### src/rtl/eeprom_pkg.sv
// Shared definitions for the EEPROM access arbiter: FSM state encoding,
// default bus widths and the watchdog counter sizing helper.
// No ports; imported by eeprom_rr_arb and eeprom_access_arb.
package eeprom_pkg;

    localparam int EEPROM_ADDR_W = 11;
    localparam int EEPROM_DATA_W = 8;

    // One engine transaction walks IDLE -> ISSUE -> WAIT_ACK -> DONE -> GAP.
    typedef enum logic [2:0] {
        ST_IDLE     = 3'd0,
        ST_ISSUE    = 3'd1,
        ST_WAIT_ACK = 3'd2,
        ST_DONE     = 3'd3,
        ST_GAP      = 3'd4
    } arb_state_t;

    // Watchdog counter is at least 13 bits so the default 4096-cycle limit fits,
    // and grows if a larger limit is configured.
    function automatic int cnt_width(input int cyc);
        int w;
        w = $clog2(cyc + 1);
        return (w > 13) ? w : 13;
    endfunction

endpackage

### src/rtl/eeprom_rr_arb.sv
// Combinational round-robin picker: first set request strictly after the
// last-granted index, wrapping. Ports: req_i (request vector), last_i (last
// winner) -> gnt_o (one-hot), idx_o (winner index), any_o (some request set).
module eeprom_rr_arb
    import eeprom_pkg::*;
#(
    parameter int NUM_REQ = 2,
    parameter int IDXW    = 1
) (
    input  logic [NUM_REQ-1:0] req_i,
    input  logic [IDXW-1:0]    last_i,
    output logic [NUM_REQ-1:0] gnt_o,
    output logic [IDXW-1:0]    idx_o,
    output logic               any_o
);

    logic [NUM_REQ-1:0] w_onehot;
    logic [IDXW-1:0]    w_idx;
    logic [IDXW-1:0]    w_cand;
    logic               w_found;

    // Scan starting one past the last winner so the last winner is checked
    // last; it can only win again when nobody else is asking.
    always_comb begin
        w_onehot = '0;
        w_idx    = '0;
        w_cand   = '0;
        w_found  = 1'b0;
        for (int i = 1; i <= NUM_REQ; i++) begin
            w_cand = IDXW'((int'(last_i) + i) % NUM_REQ);
            if (!w_found && req_i[w_cand]) begin
                w_found          = 1'b1;
                w_idx            = w_cand;
                w_onehot[w_cand] = 1'b1;
            end
        end
    end

    assign gnt_o = w_onehot;
    assign idx_o = w_idx;
    assign any_o = w_found;

endmodule

### src/rtl/eeprom_access_arb.sv
// Round-robin arbiter sharing one serial-EEPROM engine among NUM_REQ requesters.
// Requester side: req_i/we_i/addr_i/wdata_i in, gnt_o/done_o/rdata_o/err_o out.
// Engine side: eng_wr_o/eng_rd_o/eng_addr_o/eng_wdata_o/eng_data_oe_o out,
// eng_rdata_i/eng_ack_i in. Optional ACK watchdog: define EEPROM_ARB_TIMEOUT_EN.
module eeprom_access_arb
    import eeprom_pkg::*;
#(
    parameter int NUM_REQ     = 2,
    parameter int ADDR_W      = EEPROM_ADDR_W,
    parameter int DATA_W      = EEPROM_DATA_W,
    parameter int TIMEOUT_CYC = 4096
) (
    input  logic                        CLK,
    input  logic                        RESET,
    input  logic [NUM_REQ-1:0]          req_i,
    input  logic [NUM_REQ-1:0]          we_i,
    input  logic [NUM_REQ*ADDR_W-1:0]   addr_i,
    input  logic [NUM_REQ*DATA_W-1:0]   wdata_i,
    output logic [NUM_REQ-1:0]          gnt_o,
    output logic [NUM_REQ-1:0]          done_o,
    output logic [DATA_W-1:0]           rdata_o,
    output logic                        err_o,
    output logic                        eng_wr_o,
    output logic                        eng_rd_o,
    output logic [ADDR_W-1:0]           eng_addr_o,
    output logic [DATA_W-1:0]           eng_wdata_o,
    output logic                        eng_data_oe_o,
    input  logic [DATA_W-1:0]           eng_rdata_i,
    input  logic                        eng_ack_i
);

    localparam int IDXW = (NUM_REQ > 1) ? $clog2(NUM_REQ) : 1;

    arb_state_t         r_state;
    arb_state_t         w_state_nxt;

    logic [NUM_REQ-1:0] r_gnt;
    logic [NUM_REQ-1:0] r_done;
    logic [IDXW-1:0]    r_idx;
    logic [IDXW-1:0]    r_last;
    logic               r_we;
    logic [ADDR_W-1:0]  r_addr;
    logic [DATA_W-1:0]  r_wdata;
    logic [DATA_W-1:0]  r_rdata;
    logic               r_wr;
    logic               r_rd;
    logic               r_oe;

    logic [NUM_REQ-1:0] w_onehot;
    logic [IDXW-1:0]    w_idx;
    logic               w_any;
    logic               w_sel_we;
    logic [ADDR_W-1:0]  w_sel_addr;
    logic [DATA_W-1:0]  w_sel_wdata;

    logic               w_grant;
    logic               w_issue;
    logic               w_finish;
    logic               w_release;
    logic               w_tmo;

    eeprom_rr_arb #(
        .NUM_REQ (NUM_REQ),
        .IDXW    (IDXW)
    ) u_rr (
        .req_i  (req_i),
        .last_i (r_last),
        .gnt_o  (w_onehot),
        .idx_o  (w_idx),
        .any_o  (w_any)
    );

    // Mux out the winning requester's command fields for latching at grant.
    always_comb begin
        w_sel_we    = 1'b0;
        w_sel_addr  = '0;
        w_sel_wdata = '0;
        for (int n = 0; n < NUM_REQ; n++) begin
            if (w_idx == IDXW'(n)) begin
                w_sel_we    = we_i[n];
                w_sel_addr  = addr_i[n*ADDR_W +: ADDR_W];
                w_sel_wdata = wdata_i[n*DATA_W +: DATA_W];
            end
        end
    end

`ifdef EEPROM_ARB_TIMEOUT_EN
    localparam int CNT_W = cnt_width(TIMEOUT_CYC);

    logic [CNT_W-1:0] r_cnt;
    logic             r_err;

    // Counts WAIT_ACK cycles; the TIMEOUT_CYC-th one without ACK aborts, so
    // the strobe is held for exactly TIMEOUT_CYC cycles.
    assign w_tmo = (r_state == ST_WAIT_ACK) && (r_cnt == CNT_W'(TIMEOUT_CYC - 1));

    always_ff @(posedge CLK or negedge RESET) begin
        if (!RESET) begin
            r_cnt <= '0;
            r_err <= 1'b0;
        end else begin
            r_err <= w_finish && w_tmo && !eng_ack_i;
            if (r_state == ST_ISSUE) begin
                r_cnt <= '0;
            end else if (r_state == ST_WAIT_ACK && !eng_ack_i) begin
                r_cnt <= r_cnt + CNT_W'(1);
            end
        end
    end

    assign err_o = r_err;
`else
    logic w_unused_tmo;

    assign w_tmo        = 1'b0;
    assign w_unused_tmo = (TIMEOUT_CYC != 0);
    assign err_o        = 1'b0;
`endif

    always_ff @(posedge CLK or negedge RESET) begin
        if (!RESET) begin
            r_state <= ST_IDLE;
        end else begin
            r_state <= w_state_nxt;
        end
    end

    always_comb begin
        w_state_nxt = r_state;
        w_grant     = 1'b0;
        w_issue     = 1'b0;
        w_finish    = 1'b0;
        w_release   = 1'b0;
        case (r_state)
            ST_IDLE: begin
                if (w_any) begin
                    w_grant     = 1'b1;
                    w_state_nxt = ST_ISSUE;
                end
            end
            ST_ISSUE: begin
                w_issue     = 1'b1;
                w_state_nxt = ST_WAIT_ACK;
            end
            ST_WAIT_ACK: begin
                // ACK wins over a same-cycle timeout.
                if (eng_ack_i || w_tmo) begin
                    w_finish    = 1'b1;
                    w_state_nxt = ST_DONE;
                end
            end
            ST_DONE: begin
                w_release   = 1'b1;
                w_state_nxt = ST_GAP;
            end
            ST_GAP: begin
                // Strobes are already low; this cycle guarantees the engine sees
                // a deassertion before the next command.
                w_state_nxt = ST_IDLE;
            end
            default: begin
                w_state_nxt = ST_IDLE;
            end
        endcase
    end

    always_ff @(posedge CLK or negedge RESET) begin
        if (!RESET) begin
            r_gnt   <= '0;
            r_done  <= '0;
            r_idx   <= '0;
            r_last  <= IDXW'(NUM_REQ - 1);
            r_we    <= 1'b0;
            r_addr  <= '0;
            r_wdata <= '0;
            r_rdata <= '0;
            r_wr    <= 1'b0;
            r_rd    <= 1'b0;
            r_oe    <= 1'b0;
        end else begin
            r_done <= '0;
            if (w_grant) begin
                r_gnt   <= w_onehot;
                r_idx   <= w_idx;
                r_we    <= w_sel_we;
                r_addr  <= w_sel_addr;
                r_wdata <= w_sel_wdata;
                // Drive the data bus from ISSUE so it is settled before the strobe.
                r_oe    <= w_sel_we;
            end
            if (w_issue) begin
                r_wr <= r_we;
                r_rd <= ~r_we;
            end
            if (w_finish) begin
                r_wr    <= 1'b0;
                r_rd    <= 1'b0;
                r_oe    <= 1'b0;
                r_done  <= r_gnt;
                r_rdata <= (eng_ack_i && !r_we) ? eng_rdata_i : '0;
            end
            if (w_release) begin
                r_gnt  <= '0;
                r_last <= r_idx;
            end
        end
    end

    assign gnt_o         = r_gnt;
    assign done_o        = r_done;
    assign rdata_o       = r_rdata;
    assign eng_wr_o      = r_wr;
    assign eng_rd_o      = r_rd;
    assign eng_addr_o    = r_addr;
    assign eng_wdata_o   = r_wdata;
    assign eng_data_oe_o = r_oe;

endmodule
### config.mk
export PLATFORM = sky130hd
export DESIGN_NAME = eeprom_access_arb
export DESIGN_NICKNAME = d
export VERILOG_FILES = /design/src/rtl/eeprom_pkg.sv /design/src/rtl/eeprom_rr_arb.sv /design/src/rtl/eeprom_access_arb.sv
export SDC_FILE = /design/constraint.sdc
export NUM_CORES = 1
export LEC_CHECK = 0
export BUFFER_PORTS_ARGS = -buffer_cell sky130_fd_sc_hd__buf_2
export CORE_MARGIN = 10
export CORE_UTILIZATION = 42
export CTS_CLUSTER_DIAMETER = 30
export DETAILED_ROUTE_END_ITERATION = 7
export HOLD_SLACK_MARGIN = 0.08
export PLACE_DENSITY = 0.79
export SETUP_SLACK_MARGIN = 0.02
export SYNTH_ARGS = -nofsm -noshare
export SYNTH_HDL_FRONTEND = slang
export SYNTH_SLANG_ARGS = --single-unit
### constraint.sdc
create_clock -name CLK -period 1.36 [get_ports CLK]
set_input_delay 0.136 -clock CLK [delete_from_list [all_inputs] [get_ports CLK]]
set_output_delay 0.136 -clock CLK [all_outputs]
set_load 0.1 [all_outputs]
### Word-level counts from Yosys, hierarchy flattened

Cells that the tools add are included.

* register bits after elaboration: 40
* bits of input ports: 53
* output and inout bits: 35
* logic and storage cells: 72

* add/sub/neg operators: 2
* $lt $le $gt $ge: 4
* eq/ne operators: 5
* muxes and demuxes: 36
* bitwise logic cells: 2
* reduce and logical (&&, ||, !) cells: 11

Operator list (count)
* 1-bit 2-to-1 mux: 23
* 8-bit 2-to-1 mux: 2
* 3-bit case mux with 4 select lines: 1
* 11-bit 2-to-1 mux: 1
* 2-bit 2-to-1 mux: 5
* 3-bit by 2-bit equality test with 1-bit output (second input constant): 2
* 3-bit 2-to-1 mux: 2
* 2-bit nonzero test: 3
* 1-bit logical AND: 4
* 1-bit by 2-bit < comparator with 1-bit output (second input constant): 2
* 3-bit by 1-bit equality test with 1-bit output (second input constant): 1
* 3-bit zero test: 1
* 1-bit adder (second input constant): 2
* 1-bit demux with 1-bit select: 2
* 1-bit >= comparator (second input constant): 2
* 1-bit zero test: 2
* 2-bit by 1-bit inequality test with 1-bit output (second input constant): 1
* 2-bit inequality test (second input constant): 1
* 2-bit OR: 1
* 2-bit AND reduction: 1
* 1-bit NOT: 1

### Depth between registers and ports, before layout

Gate-level depths: netlist (run 1).

* depth in word-level cells: 11
* gate-level depth with buffers: 5
* gate-level depth less buffers: 3

### By module

A second synthesis (run 1) with hierarchy kept.

* cells, all modules: 173
* area, all modules: 1898.1 µm²

By module, submodules not included
* eeprom_access_arb: times used 1, cells each 168, area each 1865.5 µm²
* eeprom_rr_arb: times used 1, cells each 5, area each 32.5 µm²

### Worst setup path before layout (run 1)

OpenSTA, ideal clock, no wires.

* path kind: register to register
* from: reg r_state[2]
* to: reg r_addr[10], in the netlist eng_addr_o[10]
* data arrival time: 1.357 ns
* data required time: 1.234 ns
* setup slack: -0.123 ns
* cell stages (with the launch flop): 6
* path buffers: 2
* clock period less this slack: 1.483 ns
* path through: dfrtp_1 > buf_4 > nor3_2 > o21a_4 > buf_6 > mux2_4

* word-level cells in the longest chain between the ends: 2

Ends and longest elaborated chain
* start: declaration: RTL line eeprom_access_arb.sv:34 `arb_state_t r_state;`
* start signal: assignment: RTL line eeprom_access_arb.sv:124 `r_state <= w_state_nxt;`
* 3-bit zero test: RTL line eeprom_access_arb.sv:134 `case (r_state)`
* 1-bit 2-to-1 mux: RTL line eeprom_access_arb.sv:134
* end signal: assignment: RTL line eeprom_access_arb.sv:186 `r_addr <= w_sel_addr;`
* end: declaration: RTL line eeprom_access_arb.sv:42 `logic [ADDR_W-1:0] r_addr;`

Every way passes these cells.
A chain may end at the register's enable or synchronous reset.

### Worst setup path after layout (run 1)

* from: reg r_last
* to: reg r_addr[8], in the netlist eng_addr_o[8]

* word-level cells in the longest chain between the ends: 9

Ends and longest elaborated chain
* start: declaration: RTL line eeprom_access_arb.sv:40 `logic [IDXW-1:0] r_last;`
* start signal: assignment: RTL line eeprom_access_arb.sv:172 `r_last <= IDXW'(NUM_REQ - 1);`
* start signal: assignment: RTL line eeprom_access_arb.sv:204 `r_last <= r_idx;`
* 1-bit adder: RTL line eeprom_rr_arb.sv:30 `w_cand = IDXW'((int'(last_i) + i) % NUM_REQ);`
* 1-bit 2-to-1 mux (not written as such) (2 in series): RTL line eeprom_rr_arb.sv:31 `if (!w_found && req_i[w_cand]) begin`
* 1-bit 2-to-1 mux: RTL line eeprom_rr_arb.sv:31
* 1-bit zero test: RTL line eeprom_rr_arb.sv:31
* 1-bit logical AND: RTL line eeprom_rr_arb.sv:31
* 1-bit 2-to-1 mux: RTL line eeprom_rr_arb.sv:31
* 1-bit 2-to-1 mux: RTL line eeprom_access_arb.sv:136 `if (w_any) begin`
* 1-bit 2-to-1 mux: RTL line eeprom_access_arb.sv:134

Parallel ways exist; a longest one is shown, timed or not. The select of a mux whose other input is x is not followed.

==> flow_summary.ini, run 1 <==
[routing]
antenna_left = 0
vias = 1503
first_pass_iters = 4
drc_errors = 0
drtIter0Drc = 67
wirelength_mm = 4.82
routedWlPerCell_um = 15.7
viasPerCell = 4.88

[min_path]
hold_class = in2reg

[critical_path]
cpMaxStageDelayCell = dfstp_2
path_class = reg2reg
crit_fanout = 13
cp.required_ns = 1.54
crit_path_start_kind = flip-flop
critPathBufInv = 1
crit_arrival_ns = 1.63
end_kind = flip-flop
slowest_delay_ns = 0.56
r2r_slack_ns = -0.1
path_common_cell = mux2_4
worstPathCellList = a21boi_4, buf_12, mux2_4, mux2_4
critPathTopFamily = flip-flops

[clock_tree]
cts-buffers-inserted = 5
htreeDepth = 2
cts_tree = yes
cts.clk_slew.worst_paths_ns = 0.08
clk_path_buf_depth = 2
root_buffer = clkbuf_8
clk_latency_ns = 0.29
clock_sinks = 40

[sta]
hold_viol_final = 0
fin_setup_tns_ns = -1.53
setup_slack_ns = -0.0956
setup_violations = 19
timing.final.crit_share_pct = 107
min_period_ns = 1.46
final_max_slew_viol_count = 0
skew_ns = 0.00469
rsz0062_at_grt = true
fmax_mhz = 687

[grt]
grt_max_degree = 25
grt_pass1_vias = 1563
grt_pass1_wl_mm = 7.37
antenna_found_initial = 0
track_usage_pct = 11.9
busiest_layer = met2
grt_util_met3_pct = 5.10
globalRouteMet1Util_pct = 14.3
grt-ovfl-total = 0
grt_use_met2_pct = 18.7

[final_layout]
fill_cells = 379
antenna_cells = 0
nets = 306
fin_util_pct = 59.4
areaGrowthSynthToFinish_pct = 38.6
layout-drive-gt1-share_pct = 61.4

[logic_synthesis]
avgSynthCellArea_sq_um = 13.1
ys_seq_area_share_pct = 49.8
synth.distinct_cells = 30
yosys-top-cells-count = dfrtp_1, mux2_4, nand2_1
synthCells = 153
yosys_warnings = 0
synthArstFlopShare_pct = 100
ys_ff_latch = 40
synth_nets = 206
synth_area_leaders = dfrtp_1, mux2_4, nand2_1, mux2_2, o21ai_0
synth_edf_count = 0
synth_top_area_share_pct = 48.5
synth.most_common_cell = dfrtp_1
netlist_area_sq_um = 2010
ys.flop_type = dfrtp_1
yosys.area.top_type = dfrtp_1

[status]
violations = negative setup slack
status = complete, but fails checks

[floorplanning]
initial_core_util_pct = 42.9
die_h_um = 89.2
core_sq_um = 4690
die_w_um = 89.2
rows = 25
die-area_sq_um = 7960
ios = 88

[placed_design]
dp_hpwl_mm = 3.76
port_buffers = 86
gp_congestion = 0.707

[run]
maxCapViolations = 0
-- area by class of cell --
cell class	count	area [sq um]	share of cell area, %
clock buffers	8	90.1	3.23
inverters	4	15.0	0.538
multi-input cells	99	968	34.7
flip-flops and latches	40	1000	36.0
well taps	54	67.6	2.42
repair buffers	103	644	23.1
-- state kept, by name, indices dropped and copies added, names as in the netlist --
register       cells
done_o             2
eng_addr_o        11
eng_data_oe_o      1
eng_rd_o           1
eng_wdata_o        8
eng_wr_o           1
gnt_o              2
r_idx              1
r_last             1
r_state            3
r_we               1
rdata_o            8
-- layer usage --
layer  wire length (um)  part of all wire, %  vias up
met5                  0                    0        -
met3                483                   10        7
li1                   -                    -      725
met1               2010                   42      711
met4                 55                  1.1        0
met2               2280                   47       60
-- placed cells by master (no fill, tap or decap), types with 2 or more instances in the layout --
cell type / count
a21oi_1: 5
buf_12: 6
buf_2: 87
buf_4: 6
buf_6: 3
clkbuf_1: 2
clkbuf_8: 6
dfrtp_1: 38
inv_1: 3
mux2_4: 39
mux2i_1: 2
nand2_1: 19
nand3b_1: 2
nor2_1: 7
o21ai_0: 9
-- what timing repair did --
action / in CTS / in global routing
pin swaps: 0 / 2
hold buffers: 1 / 0
resized for setup: 4 / 8
endpoints found under the setup margin: 19 / 26
endpoints found under the hold margin: 16 / 0
setup buffers: 1 / 1
gates cloned: 0 / 1
-- tightest hold or removal path, stage by stage --
cell and delay (ns):
buf_2 0.09, nand2_1 0.05, o21ai_0 0.06
-- per-stage QoR --
step | area (sq um) | setup slack [ns] | std cells | hold WS, ns
floorplan | 2030 | -0.0759 | 153 | -0.160
global placement | 2620 | -0.0631 | 296 | 0.0864
detailed placement | 2620 | -0.0964 | 296 | 0.0976
CTS | 2740 | -0.100 | 306 | 0.0809
global route | 2790 | -0.135 | 308 | 0.0883
finish | 2790 | -0.0956 | 308 | 0.0912
-- worst paths after layout --
kind                                start       endpoint  cells after the start
hold / removal             eng_rdata_i[0]     rdata_o[0]                      3
setup reg to reg                   r_last  eng_addr_o[8]                      4
setup / recovery                   r_last  eng_addr_o[8]                      4
max in group asynchronous           RESET         r_last                      3
hold reg to reg                rdata_o[1]     rdata_o[1]                      2
min in group asynchronous           RESET      done_o[0]                      2
-- cells by family (layout without fill, tap and decap cells) --
kind of cell | after synthesis | in the layout | share of synthesized area [%]
AO/OA/AOI/OAI | 21 | 21 | 6.65
XOR/XNOR | 1 | 1 | 0.435
buffers and inverters | 14 | 115 | 4.79
flip-flops | 40 | 40 | 49.8
multiplexers | 42 | 42 | 29.7
other | 1 | 1 | 0.186
AND/OR/NAND/NOR | 34 | 34 | 8.46
Power of run 1 is not shown: default switching activity piles up to over one toggle a cycle in this logic, so the estimate is an artifact.
==> run 2, diff against run 1 <==
Settings changed: CORE_MARGIN 10 to 1.
==> run 2 against run 1 <==
Worst setup slack got worse by 0.0074 ns. Clock-buffer cell count decreased by 3. Sequential share of layout area decreased by 0.32 points. Routed wire length decreased by 13%. Via count about the same. The run ends with design-rule violations, negative setup slack left. Worst hold slack improved by 0.0038 ns. Critical endpoint is now eng_wdata_o[7]. Maximum frequency decreased by 0.50%. Critical path depth unchanged. Register-to-register slack about the same. Cell count increased by 0.97%. Die area decreased by 36%.
==> flow_summary.ini, run 2 (same netlist as run 1, synthesis figures left out) <==
[status]
status = complete, but fails checks
violations = design-rule violations, negative setup slack

[clock_tree]
clk_path_buf_depth = 2
htreeDepth = 2
clk_latency_ns = 0.29
cts.clk_slew.worst_paths_ns = 0.08
root_buffer = clkbuf_8
cts_tree = yes
clock_sinks = 40
cts-buffers-inserted = 5

[sta]
setup_slack_ns = -0.103
timing.final.crit_share_pct = 108
rsz0062_at_grt = true
skew_ns = 0.00898
min_period_ns = 1.46
fmax_mhz = 684
hold_viol_final = 0
setup_violations = 19
final_max_slew_viol_count = 0
fin_setup_tns_ns = -1.76

[final_layout]
final_cell_mix = buf_2, mux2_4, dfrtp_1, nand2_1, buf_4
largest_reg_flops = 11
design_area_sq_um = 2810
areaGrowthSynthToFinish_pct = 39.9
fin_cells = 311
antenna_cells = 0
layout-drive-gt1-share_pct = 62.2
nets = 311
fill_cells = 354
layout_commonest_cell = buf_2

[critical_path]
r2r_slack_ns = -0.10
critPathTopFamily = flip-flops
r2r_cells = 4
r2r-start = r_last
worstPathCellList = a21boi_4, buf_12, mux2_4, mux2_4
crit_fanout = 10
path_class = reg2reg
cpMaxStageDelayCell = dfstp_2
crit_arrival_ns = 1.64
r2r_end = eng_wdata_o[7]
critPathBufInv = 1
end_kind = flip-flop
path_common_cell = mux2_4
slowest_delay_ns = 0.56
crit_path_start_kind = flip-flop
cp.required_ns = 1.54

[floorplanning]
die_h_um = 71.2
die_w_um = 71.2
core_sq_um = 4470
rows = 24
initial_core_util_pct = 45.0
ios = 88
die-area_sq_um = 5070

[min_path]
holdPathStages = 3
hold_class = in2reg
min_delay_worst_endpoint = rdata_o[6]
hold_start = eng_rdata_i[6]

[routing]
vias = 1504
antenna_left = 0
routedWlPerCell_um = 13.5
drc_errors = 6
first_pass_iters = 7
drtIter0Drc = 43
wirelength_mm = 4.20
viasPerCell = 4.84

[grt]
grt_pass1_wl_mm = 6.75
antenna_found_initial = 0
grt_max_degree = 28
grt-ovfl-total = 0
track_usage_pct = 17.3
grt_pass1_vias = 1538

[placed_design]
place_inst = 296
place_area_sq_um = 2600
pre_cts_ws_ns = -0.102
gp_congestion = 0.764
dp_hpwl_mm = 3.01
port_buffers = 86

[run]
maxCapViolations = 0
-- run 2: area by class of cell --
cell class	count	area [sq um]	area share [%]
timing repair buffer	108	686	24.4
clock inverter	3	18.8	0.667
clock buffer	5	68.8	2.45
inverter	4	15.0	0.534
multi-input combinational	99	957	34.0
sequential	40	1000	35.7
tap	52	65.1	2.31
-- run 2: how the worst max path moves through the flow --
| stage | slack [ns] | cells after the start | end | from |
|---|---|---|---|---|
| 3_5_place_dp | -0.10 | 4 | eng_wdata_o[1] | r_last |
| 2_1_floorplan | -0.08 | 5 | eng_addr_o[0] | r_state[2] |
| 6_report | -0.10 | 4 | eng_wdata_o[7] | r_last |
| 4_1_cts | -0.13 | 4 | eng_wdata_o[1] | r_last |
| 3_3_place_gp | -0.06 | 4 | eng_wdata_o[2] | r_last |
| 5_1_grt | -0.15 | 4 | eng_addr_o[2] | r_state[2] |
-- run 2: worst reg2reg max path, cell delays in order, from the launching register on --
cell and delay (ns):
dfstp_2 0.56, a21boi_4 0.08, buf_12 0.15, mux2_4 0.30
mux2_4 0.26
-- run 2: stage by stage --
| step | util (%) | hold WS (ns) |
|---|---|---|
| 2_1_floorplan | - | -0.160 |
| 3_3_place_gp | 58.2 | 0.0622 |
| 3_5_place_dp | 58.2 | 0.0667 |
| 4_1_cts | 61.5 | 0.0801 |
| 5_1_grt | 62.9 | 0.0935 |
| 6_report | 62.9 | 0.0949 |
-- run 2: timing repair --
item	4_1_cts	5_1_grt
pin swaps	1	5
hold buffers	2	0
endpoints found under the setup margin	22	24
gates cloned	1	0
hold endpoints to repair	41	0
setup buffers	1	4
resized for setup	4	9
-- run 2: layer usage --
layer | wire length (um) | track usage [%]
met1 | 1800 | 20.6
met2 | 2090 | 29.8
met3 | 275 | 4.64
met4 | 38 | 6.44
met5 | 0 | 0
Power of run 2 is left out for the same reason.
==> run 3, diff against run 2 <==
Settings changed: CELL_PAD_IN_SITES_DETAIL_PLACEMENT from default to 0, CELL_PAD_IN_SITES_GLOBAL_PLACEMENT from default to 1, CORE_UTILIZATION 42 to 33, PLACE_DENSITY 0.79 to 0.8, SETUP_SLACK_MARGIN 0.02 to 0.3.
==> run 3 against run 2 <==
The flow finishes with violations (negative setup slack). Critical path type unchanged. Global-route usage fell by 0.060 points. First-iteration DRC count down 7.0%. Register-to-register slack got worse by 0.02 ns. Via count up 12%. Highest routed layer unchanged. Routed wire length is 31% higher. Critical path depth stayed put.
==> flow_summary.ini, run 3 (same netlist as run 1, synthesis figures left out) <==
[floorplanning]
die-area_sq_um = 6410
ios = 88
die_h_um = 80.1
die_w_um = 80.1
core_sq_um = 5890
rows = 28
initial_core_util_pct = 34.2

[sta]
fin_setup_tns_ns = -2.18
timing.final.crit_share_pct = 109
fmax_mhz = 672
setup_violations = 19
hold_viol_final = 0
min_period_ns = 1.49
final_max_slew_viol_count = 0
skew_ns = 0.00699
setup_slack_ns = -0.128
rsz0062_at_grt = true

[critical_path]
critPathTopFamily = flip-flops
cp.required_ns = 1.54
slowest_delay_ns = 0.60
startpoint = r_last
critPathBufInv = 1
worstPathCellList = a21boi_4, buf_6, mux2_4, mux2_4
path_class = reg2reg
crit_fanout = 6
crit_path_start_kind = flip-flop
crit_arrival_ns = 1.66
r2r-start = r_last
path_common_cell = mux2_4
end_kind = flip-flop
cpMaxStageDelayCell = dfstp_2

[status]
violations = negative setup slack
status = complete, but fails checks

[clock_tree]
clk_path_buf_depth = 2
cts_tree = yes
cts.clk_slew.worst_paths_ns = 0.08
htreeDepth = 2
clk_latency_ns = 0.30
clock_sinks = 40
cts-buffers-inserted = 5
root_buffer = clkbuf_8

[final_layout]
largest_reg_flops = 11
fill_cells = 444
layout_commonest_cell = buf_2
layout-drive-gt1-share_pct = 74.0
areaGrowthSynthToFinish_pct = 84.9
final_cell_mix = buf_2, mux2_4, buf_12, dfrtp_1, buf_4
nets = 344
design_area_sq_um = 3720
antenna_cells = 0

[placed_design]
port_buffers = 86
dp_hpwl_mm = 3.27
gp_congestion = 0.699
place_area_sq_um = 2630

[routing]
antenna_left = 0
viasPerCell = 4.59
routedWlPerCell_um = 15.0
drc_errors = 0
wirelength_mm = 5.51
drtIter0Drc = 40
vias = 1683
first_pass_iters = 4

[min_path]
hold_class = in2reg
hold_start = eng_rdata_i[5]

[grt]
grt_pass1_vias = 1714
antenna_found_initial = 0
grt-ovfl-total = 0
track_usage_pct = 17.2
grt_pass1_wl_mm = 8.35
grt_max_degree = 18

[run]
maxCapViolations = 0
[run 3: path summary, 6_finish.rpt]
path                            slack (ns)  cells past startpoint             end
worst max-delay path                 -0.13                      4   eng_addr_o[9]
min in group asynchronous             0.31                      2      r_state[0]
worst max register to register       -0.13                      4   eng_addr_o[9]
max in group asynchronous             0.57                      3  eng_wdata_o[3]
worst min-delay path                   0.1                      3      rdata_o[5]
worst min register to register        0.52                      1           r_idx
[run 3: what timing repair did]
item,in CTS,in global routing
endpoints found under the hold margin,21,0
gates resized for setup,98,72
hold buffers,8,0
setup buffers,14,14
pin swaps,19,18
cloned,4,0
endpoints found under the setup margin,72,71
[run 3: per-stage QoR]
stage / std cells / setup WS, ns / util, % / hold WS [ns]
after global routing: 367 / -0.166 / 63.2 / 0.0865
final: 367 / -0.128 / 63.2 / 0.0979
after CTS: 353 / -0.147 / 56.3 / 0.0910
after floorplan: 153 / -0.0758 / - / -0.160
after detailed placement: 319 / -0.600 / 44.7 / 0.0928
after global placement: 319 / -0.541 / 44.7 / 0.0935
[run 3: layout make-up]
class	instances	area, sq um	share of cell area [%]
repair buffers	140	1430	38.5
multi-input cells	100	1040	27.9
flip-flops and latches	40	1020	27.3
well taps	75	93.8	2.52
clock buffers	6	82.6	2.22
clock inverters	2	38.8	1.04
inverters	4	17.5	0.471
[run 3: worst register-to-register path: stages, from the launching register on]
cell and delay, ns:
dfstp_2 0.60, a21boi_4 0.08, buf_6 0.15, mux2_4 0.29
mux2_4 0.26
[run 3: per-layer routing]
| layer | wire length, um | up-vias | GRT usage (%) |
|---|---|---|---|
| li1 | - | 806 | - |
| met1 | 2200 | 804 | 20.1 |
| met2 | 2950 | 67 | 31.3 |
| met3 | 313 | 6 | 3.86 |
| met4 | 50 | 0 | 4.82 |
| met5 | 0 | - | 0 |
Power of run 3 is left out for the same reason.
